**src/rtl/audio_adc_i2s_receiver.sv**
```systemverilog
// ============================================================================
// Module   : audio_adc_i2s_receiver
// Brief    : Codec ADC serial-audio receiver (I2S or left-justified framing)
//            that buffers complete stereo pairs in a FIFO behind valid/ready.
// Revision : 1.0 - initial release
// ============================================================================
`default_nettype none

module audio_adc_i2s_receiver #(
  parameter int DATA_WIDTH = 24,
  parameter int FIFO_DEPTH = 4,
  parameter int I2S_MODE   = 1
) (
  input  logic                  clk_clk,
  input  logic                  reset_reset_n,
  input  logic                  adc_bclk,
  input  logic                  adc_lrck,
  input  logic                  adc_dat,
  output logic [DATA_WIDTH-1:0] sample_left,
  output logic [DATA_WIDTH-1:0] sample_right,
  output logic                  sample_valid,
  input  logic                  sample_ready,
  output logic                  overflow,
  output logic                  frame_error,
  input  logic                  clear_status
);

  localparam int c_cnt_w  = $clog2(DATA_WIDTH);
  localparam int c_ptr_w  = $clog2(FIFO_DEPTH);
  localparam int c_lvl_w  = $clog2(FIFO_DEPTH + 1);
  localparam int c_pair_w = 2 * DATA_WIDTH;

  localparam logic [c_cnt_w-1:0] c_cnt_one  = c_cnt_w'(1);
  localparam logic [c_cnt_w-1:0] c_cnt_last = c_cnt_w'(DATA_WIDTH - 1);
  localparam logic [c_ptr_w-1:0] c_ptr_one  = c_ptr_w'(1);
  localparam logic [c_lvl_w-1:0] c_lvl_one  = c_lvl_w'(1);
  localparam logic [c_lvl_w-1:0] c_lvl_full = c_lvl_w'(FIFO_DEPTH);
  localparam logic               c_i2s      = (I2S_MODE != 0);
  localparam logic               c_left_lvl = (I2S_MODE != 0) ? 1'b0 : 1'b1;

  typedef enum logic [2:0] {
    ST_SYNC    = 3'd0,
    ST_SKIP_L  = 3'd1,
    ST_SHIFT_L = 3'd2,
    ST_WAIT_R  = 3'd3,
    ST_SKIP_R  = 3'd4,
    ST_SHIFT_R = 3'd5,
    ST_WAIT_L  = 3'd6
  } state_t;

  // Input synchronizers and bit-clock edge detection
  logic [2:0] r_bclk_sync;
  logic [1:0] r_lrck_sync;
  logic [1:0] r_dat_sync;
  logic       r_lrck_prev;
  logic       r_lrck_primed;

  logic w_bclk_rise;
  logic w_lrck;
  logic w_dat;
  logic w_lrck_edge;
  logic w_edge_left;
  logic w_edge_right;

  always_ff @(posedge clk_clk or negedge reset_reset_n) begin
    if (!reset_reset_n) begin
      r_bclk_sync   <= '0;
      r_lrck_sync   <= '0;
      r_dat_sync    <= '0;
      r_lrck_prev   <= 1'b0;
      r_lrck_primed <= 1'b0;
    end else begin
      r_bclk_sync <= {r_bclk_sync[1:0], adc_bclk};
      r_lrck_sync <= {r_lrck_sync[0], adc_lrck};
      r_dat_sync  <= {r_dat_sync[0], adc_dat};
      if (w_bclk_rise) begin
        r_lrck_prev   <= w_lrck;
        r_lrck_primed <= 1'b1;
      end
    end
  end

  assign w_bclk_rise  = r_bclk_sync[1] & ~r_bclk_sync[2];
  assign w_lrck       = r_lrck_sync[1];
  assign w_dat        = r_dat_sync[1];
  // The first bit clock after reset only primes the LRCK history.
  assign w_lrck_edge  = r_lrck_primed & (w_lrck != r_lrck_prev);
  assign w_edge_left  = w_lrck_edge & (w_lrck == c_left_lvl);
  assign w_edge_right = w_lrck_edge & (w_lrck != c_left_lvl);

  // Frame state machine
  state_t                r_state;
  state_t                w_state_nxt;
  logic [DATA_WIDTH-1:0] r_shift;
  logic [DATA_WIDTH-1:0] w_shift_nxt;
  logic [DATA_WIDTH-1:0] w_shift_in;
  logic [c_cnt_w-1:0]    r_bit_cnt;
  logic [c_cnt_w-1:0]    w_cnt_nxt;
  logic [DATA_WIDTH-1:0] r_left;
  logic [DATA_WIDTH-1:0] w_left_nxt;
  logic                  w_last;
  logic                  w_push;
  logic                  w_frame_err_evt;
  logic [c_pair_w-1:0]   w_push_data;

  assign w_shift_in  = {r_shift[DATA_WIDTH-2:0], w_dat};
  assign w_last      = (r_bit_cnt == c_cnt_last);
  assign w_push_data = {r_left, w_shift_in};

  always_ff @(posedge clk_clk or negedge reset_reset_n) begin
    if (!reset_reset_n) begin
      r_state   <= ST_SYNC;
      r_shift   <= '0;
      r_bit_cnt <= '0;
      r_left    <= '0;
    end else begin
      r_state   <= w_state_nxt;
      r_shift   <= w_shift_nxt;
      r_bit_cnt <= w_cnt_nxt;
      r_left    <= w_left_nxt;
    end
  end

  always_comb begin
    w_state_nxt     = r_state;
    w_shift_nxt     = r_shift;
    w_cnt_nxt       = r_bit_cnt;
    w_left_nxt      = r_left;
    w_push          = 1'b0;
    w_frame_err_evt = 1'b0;
    if (w_bclk_rise) begin
      case (r_state)
        ST_SYNC, ST_WAIT_L: begin
          if (w_edge_left) begin
            if (c_i2s) begin
              w_state_nxt = ST_SKIP_L;
            end else begin
              w_shift_nxt = w_shift_in;
              w_cnt_nxt   = c_cnt_one;
              w_state_nxt = ST_SHIFT_L;
            end
          end
        end
        ST_WAIT_R: begin
          if (w_edge_right) begin
            if (c_i2s) begin
              w_state_nxt = ST_SKIP_R;
            end else begin
              w_shift_nxt = w_shift_in;
              w_cnt_nxt   = c_cnt_one;
              w_state_nxt = ST_SHIFT_R;
            end
          end
        end
        // The edge-cycle bit was the I2S delay slot; this bit is the MSB.
        ST_SKIP_L, ST_SKIP_R: begin
          if (w_lrck_edge) begin
            w_frame_err_evt = 1'b1;
            w_state_nxt     = ST_SYNC;
          end else begin
            w_shift_nxt = w_shift_in;
            w_cnt_nxt   = c_cnt_one;
            w_state_nxt = (r_state == ST_SKIP_L) ? ST_SHIFT_L : ST_SHIFT_R;
          end
        end
        // In I2S the LSB may legally share its BCLK with the next LRCK edge.
        ST_SHIFT_L: begin
          if (w_lrck_edge && !(c_i2s && w_last)) begin
            w_frame_err_evt = 1'b1;
            w_state_nxt     = ST_SYNC;
          end else begin
            w_shift_nxt = w_shift_in;
            w_cnt_nxt   = r_bit_cnt + c_cnt_one;
            if (w_last) begin
              w_left_nxt  = w_shift_in;
              w_state_nxt = w_lrck_edge ? ST_SKIP_R : ST_WAIT_R;
            end
          end
        end
        ST_SHIFT_R: begin
          if (w_lrck_edge && !(c_i2s && w_last)) begin
            w_frame_err_evt = 1'b1;
            w_state_nxt     = ST_SYNC;
          end else begin
            w_shift_nxt = w_shift_in;
            w_cnt_nxt   = r_bit_cnt + c_cnt_one;
            if (w_last) begin
              w_push      = 1'b1;
              w_state_nxt = w_lrck_edge ? ST_SKIP_L : ST_WAIT_L;
            end
          end
        end
        default: w_state_nxt = ST_SYNC;
      endcase
    end
  end

  // Stereo-pair FIFO with a registered head
  logic [c_pair_w-1:0] r_mem [FIFO_DEPTH];
  logic [c_ptr_w-1:0]  r_wr_ptr;
  logic [c_ptr_w-1:0]  r_rd_ptr;
  logic [c_lvl_w-1:0]  r_count;
  logic [c_pair_w-1:0] r_head;
  logic                r_valid;
  logic                r_overflow;
  logic                r_frame_error;

  logic                w_pop;
  logic                w_full;
  logic                w_push_ok;
  logic                w_ovf_evt;
  logic                w_drained;
  logic [c_lvl_w-1:0]  w_count_nxt;
  logic [c_ptr_w-1:0]  w_rd_nxt;
  logic [c_pair_w-1:0] w_head_nxt;

  assign w_pop     = r_valid & sample_ready;
  assign w_full    = (r_count == c_lvl_full);
  // A pop in the same cycle frees the slot, so a full FIFO still accepts.
  assign w_push_ok = w_push & (~w_full | w_pop);
  assign w_ovf_evt = w_push & w_full & ~w_pop;
  assign w_rd_nxt  = w_pop ? (r_rd_ptr + c_ptr_one) : r_rd_ptr;
  assign w_drained = w_pop ? (r_count == c_lvl_one) : (r_count == '0);
  assign w_head_nxt = (w_push_ok && w_drained) ? w_push_data : r_mem[w_rd_nxt];

  always_comb begin
    w_count_nxt = r_count;
    if (w_push_ok && !w_pop) begin
      w_count_nxt = r_count + c_lvl_one;
    end else if (!w_push_ok && w_pop) begin
      w_count_nxt = r_count - c_lvl_one;
    end
  end

  always_ff @(posedge clk_clk or negedge reset_reset_n) begin
    if (!reset_reset_n) begin
      for (int i = 0; i < FIFO_DEPTH; i++) begin
        r_mem[i] <= '0;
      end
      r_wr_ptr      <= '0;
      r_rd_ptr      <= '0;
      r_count       <= '0;
      r_head        <= '0;
      r_valid       <= 1'b0;
      r_overflow    <= 1'b0;
      r_frame_error <= 1'b0;
    end else begin
      if (w_push_ok) begin
        r_mem[r_wr_ptr] <= w_push_data;
        r_wr_ptr        <= r_wr_ptr + c_ptr_one;
      end
      r_rd_ptr      <= w_rd_nxt;
      r_count       <= w_count_nxt;
      r_valid       <= (w_count_nxt != '0);
      r_head        <= w_head_nxt;
      r_overflow    <= w_ovf_evt | (r_overflow & ~clear_status);
      r_frame_error <= w_frame_err_evt | (r_frame_error & ~clear_status);
    end
  end

  assign sample_left  = r_head[c_pair_w-1:DATA_WIDTH];
  assign sample_right = r_head[DATA_WIDTH-1:0];
  assign sample_valid = r_valid;
  assign overflow     = r_overflow;
  assign frame_error  = r_frame_error;

endmodule

`default_nettype wire
```
**config.mk**
```make
export PLATFORM = sky130hd
export DESIGN_NAME = audio_adc_i2s_receiver
export DESIGN_NICKNAME = d
export VERILOG_FILES = /design/src/rtl/audio_adc_i2s_receiver.sv
export SDC_FILE = /design/constraint.sdc
export NUM_CORES = 1
export LEC_CHECK = 0
export ABC_AREA = 1
export ABC_CLOCK_PERIOD_IN_PS = 4330
export CORE_MARGIN = 4
export CORE_UTILIZATION = 55
export DETAILED_ROUTE_END_ITERATION = 10
export DONT_BUFFER_PORTS = 1
export GPL_TIMING_DRIVEN = 0
export PLACE_DENSITY = 0.79
export SYNTH_ARGS = -nofsm -noshare
export SYNTH_HDL_FRONTEND = slang
export SYNTH_SLANG_ARGS = --single-unit
export TNS_END_PERCENT = 10
```
**constraint.sdc**
```tcl
create_clock -name clk_clk -period 4.33 [get_ports clk_clk]
set_input_delay 0.433 -clock clk_clk [delete_from_list [all_inputs] [get_ports clk_clk]]
set_output_delay 0.433 -clock clk_clk [all_outputs]
set_load 0.05 [all_outputs]
```
==> results.cfg, run 1 <==
[clocking]
postCtsHoldBufs = 4
cts_tree = done
clk_pin_slew_ps = 60
cts_sinks = 314
clock_latency_ps = 510
cts_setup_buffers = 0
clockRootBuffer = clkbuf_16
cts_resized = 0
cts_buffer_depth = 3
h-tree-depth = 2
cts_buffers = 35

[power]
comb_power_share = 0.225
p_sw_uw = 3640
leakagePower_uw = 0.00729
max-vdd-ir-drop_mv = 0.521
p_clk_frac = 0.317
netSwitchingFraction = 0.390
pwr-share-seq = 0.458
p_int_uw = 5700
powerDensity_mw_per_mm2 = 615

[timing]
rsz0062_at_grt = false
hold_viol = 314
clock_skew_ps = 15.6
setup-violations-final = 0
timing.hold.ws_ps = -364
worstMarginPinSlew_ps = 707
setup-tns-final_ps = 0
slew_violations = 0
fin_ws_ps = 1410
slew_headroom = 0.529
fin_crit_sh = 0.673
fmax_mhz = 343
layout_min_cycle_time_ps = 2920

[global_route]
first_global_vias = 11000
grt_pass1_wl_mm = 57.6
grt_max_degree = 315
gr-total-overflow = 0
antenna_found_initial = 0
grt.total_usage = 0.265

[routing]
wl_mm = 35.0
drc = 0
via_per_inst = 5.71
postRouteAntennaNets = 0
drtIter0Drc = 1345
firstDrtPassIters = 6
vias = 11000
wl_per_cell_um = 18.1

[floorplan]
rows = 57
initial_core_util = 0.559
fp.dieH_um = 165
core_area_mm2 = 0.0243
fp.dieArea_mm2 = 0.0273
die_x_um = 165
pin_count = 58

[cells_and_area]
final_util = 0.625
syn_to_final_growth_pct = 11.8
multiInputGateArea_mm2 = 0.00470
seqCellArea_mm2 = 0.00786
drive_gt1_frac = 0.0715
nets = 1603
fillers = 1995
n_antenna_cell = 0
fin_area_mm2 = 0.0152

[logic_synthesis]
syn_area_per_cell_um2 = 8.79
syn_area_mm2 = 0.0136
yosysWarnings = 0
ys_seq_area_frac = 0.578
synth_cells = 1546
synth.net_count = 1562
yosysUniqueCellTypes = 30
ys_ff_latch = 314

[run_status]
outcome = complete, but fails checks
violations = hold timing

[worst_setup_path]
reg2reg_slack_ps = 1410
timing.rr.end = r_head[21]
crit_type = reg -> reg
start_kind = flop
ff2ff_path_depth = 8
cp_max_fo = 10
r2r-start = sample_valid
arrival_ps = 3300
end_kind = flop
crit_required_ps = 4710

[placed_design]
post-place-ws_ps = 1560
io_buffers = 0
dpl_cell_area_mm2 = 0.0140
hpwl_mm = 23.1
routabilityCongestion = 0.901

[min_path]
hp-class = in -> async

[flow_run]
cap_viol_max_count = 0
==> registers in the layout (all words and copies together), names as in the netlist <==
| name | cells |
|---|---|
| r_bit_cnt | 5 |
| r_bclk_sync | 3 |
| r_lrck_primed | 1 |
| r_count | 3 |
| r_wr_ptr | 2 |
| sample_valid | 1 |
| frame_error | 1 |
| r_shift | 23 |
| r_lrck_sync | 2 |
| r_lrck_prev | 1 |
| r_head | 48 |
| overflow | 1 |
| r_dat_sync | 2 |
| r_state | 3 |
| r_left | 24 |
| r_mem | 192 |
| r_rd_ptr | 2 |
==> logic make-up (layout without fill, tap and decap cells) <==
group                      after synthesis  after routing  synth area share
DFF                                    314            314             0.578
and+or+nand+nor                        522            522             0.150
adders and majority gates                9              9           0.00829
buffers and inverters                  247            310            0.0754
AOI/OAI and AO/OA                      446            446             0.182
xor gates and xnor gates                 7              7           0.00451
muxes                                    1              1          0.000829
==> per-layer routing <==
metal / vias up / track usage / part of all wire
met5: - / 0 / 0
met4: 0 / 0.0919 / 0.033
met3: 101 / 0.0434 / 0.071
met2: 463 / 0.425 / 0.47
met1: 5405 / 0.369 / 0.42
li1: 5070 / - / -
==> cell type report <==
type | count | area share
inverter | 152 | 0.0376
timing repair buffer | 4 | 0.00264
clock inverter | 9 | 0.00766
buffer | 95 | 0.0299
clock buffer | 50 | 0.0687
multi-input combinational | 985 | 0.309
tap | 324 | 0.0267
sequential | 314 | 0.517
==> Yosys cell counts <==
cell / n / area (µm²)
xor2_1: 4 / 35.0
xnor2_1: 3 / 26.3
inv_1: 148 / 556
nor2_1: 61 / 229
buf_2: 33 / 165
o21ai_1: 2 / 10.0
o21a_1: 46 / 345
nand4_1: 4 / 25.0
dfrtp_1: 314 / 7860
nand3_1: 15 / 75.1
a21o_1: 1 / 7.51
nand3_2: 1 / 10.0
nand2_4: 1 / 11.3
inv_2: 4 / 15.0
o21ai_0: 248 / 1240
nor3_1: 1 / 5.00
mux2_2: 1 / 11.3
o31ai_1: 1 / 7.51
nor2_4: 1 / 11.3
o211ai_1: 48 / 360
ha_1: 9 / 113
buf_4: 15 / 113
nand3b_1: 1 / 7.51
nor2_8: 1 / 20.0
o22ai_1: 2 / 12.5
buf_1: 7 / 26.3
nor2_2: 4 / 25.0
nand2_1: 432 / 1620
a21oi_1: 98 / 490
clkbuf_1: 40 / 150
==> placed cells by master, fill, tap and decap left out, types with 2 or more instances in the layout <==
master / n
a21oi_1: 98
buf_1: 7
buf_2: 33
buf_4: 15
bufinv_16: 2
clkbuf_1: 45
clkbuf_16: 36
clkbuf_8: 9
clkinv_2: 4
dfrtp_1: 314
dlygate4sd3_1: 4
ha_1: 9
inv_1: 148
inv_2: 4
nand2_1: 432
nand3_1: 15
nand4_1: 4
nor2_1: 61
nor2_2: 4
o211ai_1: 48
o21a_1: 46
o21ai_0: 248
o21ai_1: 2
o22ai_1: 2
xnor2_1: 3
xor2_1: 4
==> power groups by stage <==
stage,clock network [µW],registers (µW),logic (µW)
finish,2960,4270,2100
detailed placement,0,4330,2040
global route,3140,4310,2280
floorplan,0,4280,1400
global placement,0,4330,1990
CTS,3000,4280,2060
==> metrics by stage <==
| step | total power (µW) | std cells |
|---|---|---|
| 6_report | 9340 | 1933 |
| 5_1_grt | 9730 | 1933 |
| 2_1_floorplan | 5680 | 1546 |
| 3_3_place_gp | 6310 | 1870 |
| 3_5_place_dp | 6370 | 1870 |
| 4_1_cts | 9340 | 1933 |
==> critical path, stage by stage (launching register included) <==
cell      delay [ps]
dfrtp_1          650
nand2_1          270
inv_1            210
nand2_1          160
nand2_1          150
buf_2            350
buf_1            500
o211ai_1         150
a21oi_1          350
==> worst max path at each step <==
| stage | start | end |
|---|---|---|
| after global routing | sample_valid | r_head[21] |
| after floorplan | sample_valid | r_head[27] |
| final | sample_valid | r_head[21] |
| after global placement | sample_valid | r_head[21] |
| after CTS | sample_valid | r_head[21] |
| after detailed placement | sample_valid | r_head[21] |
Note: power is estimated with default switching activity, not from simulation.
==> inputs of run 2 (changes only) <==
- ABC_CLOCK_PERIOD_IN_PS: 4330 -> 2500
- PLACE_DENSITY: 0.79 -> 0.82
- clock period: 4.33 -> 2.5 ns (I/O delays scaled with it)
==> results.cfg, run 2 (synthesis results as in run 1) <==
[run_status]
outcome = complete, but fails checks
violations = hold timing, setup timing

[cells_and_area]
drive_gt1_frac = 0.0748
top_register = r_mem
syn_to_final_growth_pct = 10.7
final_cell_mix = 432 x nand2_1, 313 x dfrtp_1, 248 x o21ai_0
reg.largest.list = r_mem (192), r_head (48), r_left (24)
finalNonFillerCells = 1928
largest_reg_flops = 192
final_util = 0.619
nets = 1599
final_common_cell = nand2_1
fin_area_mm2 = 0.0150
n_antenna_cell = 0

[timing]
fin_ws_ps = -8.45
clock_skew_ps = 20.1
slew_headroom = 0.546
worstMarginPinSlew_ps = 673
hold_viol = 314
rsz0062_at_grt = true
layout_min_cycle_time_ps = 2510
fin_crit_sh = 1.00
fmax_mhz = 399
slew_violations = 0
timing.hold.ws_ps = -605
setup-violations-final = 1

[clocking]
cts_tree = done
h-tree-depth = 1
clock_latency_ps = 570
clk_pin_slew_ps = 60
clockRootBuffer = clkbuf_16
postCtsHoldBufs = 4
cts_buffers = 31
cts_setup_buffers = 0
cts_sinks = 314
cts_buffer_depth = 3

[placed_design]
post-place-ws_ps = -264
io_buffers = 0
dpl_cell_area_mm2 = 0.0140
routabilityCongestion = 0.905
hpwl_mm = 23.4
dpl.cell_count = 1870

[global_route]
grt_pass1_wl_mm = 57.0
first_global_vias = 11100
antenna_found_initial = 0
grt.total_usage = 0.261
grt_max_degree = 315
gr-total-overflow = 0

[power]
powerDensity_mw_per_mm2 = 1040
p_sw_uw = 6200
pwr-share-seq = 0.474
p_int_uw = 9410
comb_power_share = 0.240
max-vdd-ir-drop_mv = 0.648
power_uw = 15600
leakagePower_uw = 0.00723
netSwitchingFraction = 0.397
p_clk_frac = 0.286

[worst_setup_path]
crit_type = reg -> reg
start_kind = flop
end_kind = flop
crit_required_ps = 2930
arrival_ps = 2930
cp_max_fo = 10

[routing]
drc = 0
postRouteAntennaNets = 0
wl_per_cell_um = 18.2
drtIter0Drc = 1420
vias = 11000
firstDrtPassIters = 6
via_per_inst = 5.72
wl_mm = 35.0

[floorplan]
die_x_um = 165
fp.dieH_um = 165
rows = 57
pin_count = 58
initial_core_util = 0.559
core_area_mm2 = 0.0243
fp.dieArea_mm2 = 0.0273

[flow_run]
cap_viol_max_count = 0

[min_path]
hp-class = in -> async
-- run 2: power by group through the flow --
stage	registers (µW)	clock network, µW	logic (µW)
floorplan	7410	0	2420
global placement	7500	0	3450
detailed placement	7500	0	3550
CTS	7420	4520	3610
global route	7470	4770	4060
finish	7400	4470	3740
-- run 2: path summary, 6_finish.rpt --
path                           startpoint        endpoint  slack [ps]  depth (start not counted)
max                          sample_valid      r_head[37]          -8                          9
min                         reset_reset_n      r_mem[140]        -600                          0
max reg2reg                  sample_valid      r_head[37]          -8                          9
min reg2reg                r_bclk_sync[0]  r_bclk_sync[1]         350                          0
max in group asynchronous   reset_reset_n      r_mem[130]        2730                          0
min in group clk_clk         sample_ready      r_count[1]          90                          4
-- run 2: layer usage --
layer	routed length (µm)	GRT usage	up-vias	share of wire
li1	-	-	5056	-
met1	14200	0.353	5406	0.41
met2	16700	0.427	494	0.48
met3	3060	0.0568	80	0.088
met4	1030	0.0767	0	0.029
met5	0	0	-	0
-- run 2: stage by stage --
stage | TNS (ps) | hold WS [ps]
2_1_floorplan | 0 | -45.6
3_3_place_gp | -3840 | -32.0
3_5_place_dp | -5910 | -30.8
4_1_cts | 0 | -619
5_1_grt | -2600 | -625
6_report | -8.45 | -605
-- run 2: final cells by class --
cell class                      instances  area, µm²
Clock buffer                           51        961
Buffer                                 95        480
Clock inverter                          3       18.8
Timing Repair Buffer                    4       40.0
Multi-Input combinational cell        985       4710
Sequential cell                       314       7860
Fill cell                            1971       9280
Tap cell                              324        405
Inverter                              152        571
-- run 2: worst max-delay path, stage by stage, from the launching register on --
cell      delay, ps
dfrtp_2         520
nand2_1         200
inv_1           180
nand2_1         160
nand2_1         140
buf_2           340
buf_1           430
nand2_1         130
o211ai_1        150
a21oi_1         110
-- run 2: repair_timing --
action                                 4_1_cts  5_1_grt
endpoints found under the hold margin      319      314
pin swaps                                    0        0
cloned                                       0        0
setup endpoints to repair                   47       43
resized for setup                            7       18
==> inputs of run 3 (changes only) <==
- PLACE_DENSITY: 0.82 -> 0.72
==> results.cfg, run 3 (synthesis results as in run 1) <==
[floorplan]
fp.dieH_um = 165
pin_count = 58
fp.dieArea_mm2 = 0.0273
rows = 57
initial_core_util = 0.559
die_x_um = 165
core_area_mm2 = 0.0243

[routing]
wl_per_cell_um = 18.0
postRouteAntennaNets = 0
vias = 10800
via_per_inst = 5.59
firstDrtPassIters = 6
drc = 0
drtIter0Drc = 1098
wl_mm = 34.8

[worst_setup_path]
cp_max_fo = 10
start_kind = flop
crit_required_ps = 2930
arrival_ps = 2750
end_kind = flop
crit_type = reg -> reg

[placed_design]
routabilityCongestion = 0.841
io_buffers = 0
post-place-ws_ps = -275
hpwl_mm = 23.2

[clocking]
cts_sinks = 314
postCtsHoldBufs = 4
cts_setup_buffers = 0
cts_buffer_depth = 3
cts_buffers = 35
clockRootBuffer = clkbuf_16
clk_pin_slew_ps = 60
h-tree-depth = 2
clock_latency_ps = 530
cts_tree = done

[cells_and_area]
reg.largest.list = r_mem (192), r_head (48), r_left (24)
largest_reg_flops = 192
top_register = r_mem
drive_gt1_frac = 0.0806
nets = 1603
syn_to_final_growth_pct = 11.7
final_util = 0.624
n_antenna_cell = 0
final_cell_mix = 431 x nand2_1, 313 x dfrtp_1, 248 x o21ai_0
final_common_cell = nand2_1

[timing]
slew_violations = 0
fin_crit_sh = 0.927
timing.hold.ws_ps = -564
rsz0062_at_grt = true
worstMarginPinSlew_ps = 661
fin_ws_ps = 183
layout_min_cycle_time_ps = 2320
slew_headroom = 0.555
hold_viol = 314
setup-violations-final = 0
clock_skew_ps = 19.8
setup-tns-final_ps = 0
fmax_mhz = 432

[global_route]
grt_pass1_wl_mm = 56.6
gr-total-overflow = 0
first_global_vias = 10600
antenna_found_initial = 2
grt.total_usage = 0.263
grt_max_degree = 315

[min_path]
hp-class = in -> async

[power]
power_uw = 15900
max-vdd-ir-drop_mv = 0.716
powerDensity_mw_per_mm2 = 1050
leakagePower_uw = 0.00730

[run_status]
outcome = complete, but fails checks
violations = hold timing

[flow_run]
cap_viol_max_count = 0
-- run 3: changes by cell type in the layout (fill, tap and decap cells not counted), moves of 2 or more --
cell | previous run | this run
buf_1 | 4 | 2
clkbuf_2 | 8 | 13
a21oi_2 | 2 | 0
clkbuf_16 | 31 | 35
inv_6 | 1 | 4
buf_2 | 31 | 28
clkbuf_8 | 11 | 8
clkinv_2 | 2 | 4
a21oi_1 | 96 | 98
-- run 3: metrics by stage --
| stage | hold slack, ps | cells | instance area, µm² |
|---|---|---|---|
| CTS | -581 | 1936 | 15100 |
| finish | -564 | 1936 | 15200 |
| detailed placement | -31.7 | 1870 | 14000 |
| floorplan | -45.6 | 1546 | 13600 |
| global placement | -31.8 | 1870 | 14000 |
| global route | -577 | 1936 | 15200 |
-- run 3: where the power goes --
group / switching [µW] / leakage, µW / total, µW / internal (µW)
registers: 1770 / 0.00374 / 7400 / 5640
logic: 2450 / 0.00303 / 3640 / 1190
clock network: 2030 / 0.000536 / 4870 / 2840
-- run 3: critical path, cell delays in order, from the launching register on --
cell	delay (ps)
dfrtp_2	520
nand2_2	160
inv_1	170
nand2_1	200
xor2_2	270
clkbuf_1	480
o211ai_1	160
a21oi_1	250
-- run 3: metal layers --
layer	GRT usage	vias to the layer above	part of all wire
li1	-	5057	-
met3	0.0444	56	0.064
met2	0.437	346	0.49
met5	0	-	0.00066
met4	0.0749	4	0.021
met1	0.358	5355	0.43
-- run 3: path summary, 6_finish.rpt --
path	start	end	slack [ps]	depth (start not counted)
min in group clk_clk	sample_ready	r_count[1]	60	4
min reg2reg	r_bclk_sync[0]	r_bclk_sync[1]	350	0
max in group asynchronous	reset_reset_n	r_mem[108]	2650	0
max reg2reg	sample_valid	r_head[6]	180	7
max	sample_valid	r_head[6]	180	7
min	reset_reset_n	r_head[42]	-560	0
-- run 3: final cells by class --
type                       count  area [µm²]
fill                        2101        9150
tap                          324         405
clock inverter                 8        55.1
buffer                        95         487
multi-input combinational    985        4720
timing repair buffer           4        40.0
clock buffer                  54        1030
sequential                   314        7860
inverter                     152         571
-- run 3: what timing repair did --
item	CTS	global route
endpoints found under the hold margin	319	314
setup endpoints to repair	48	63
gates resized for setup	7	23
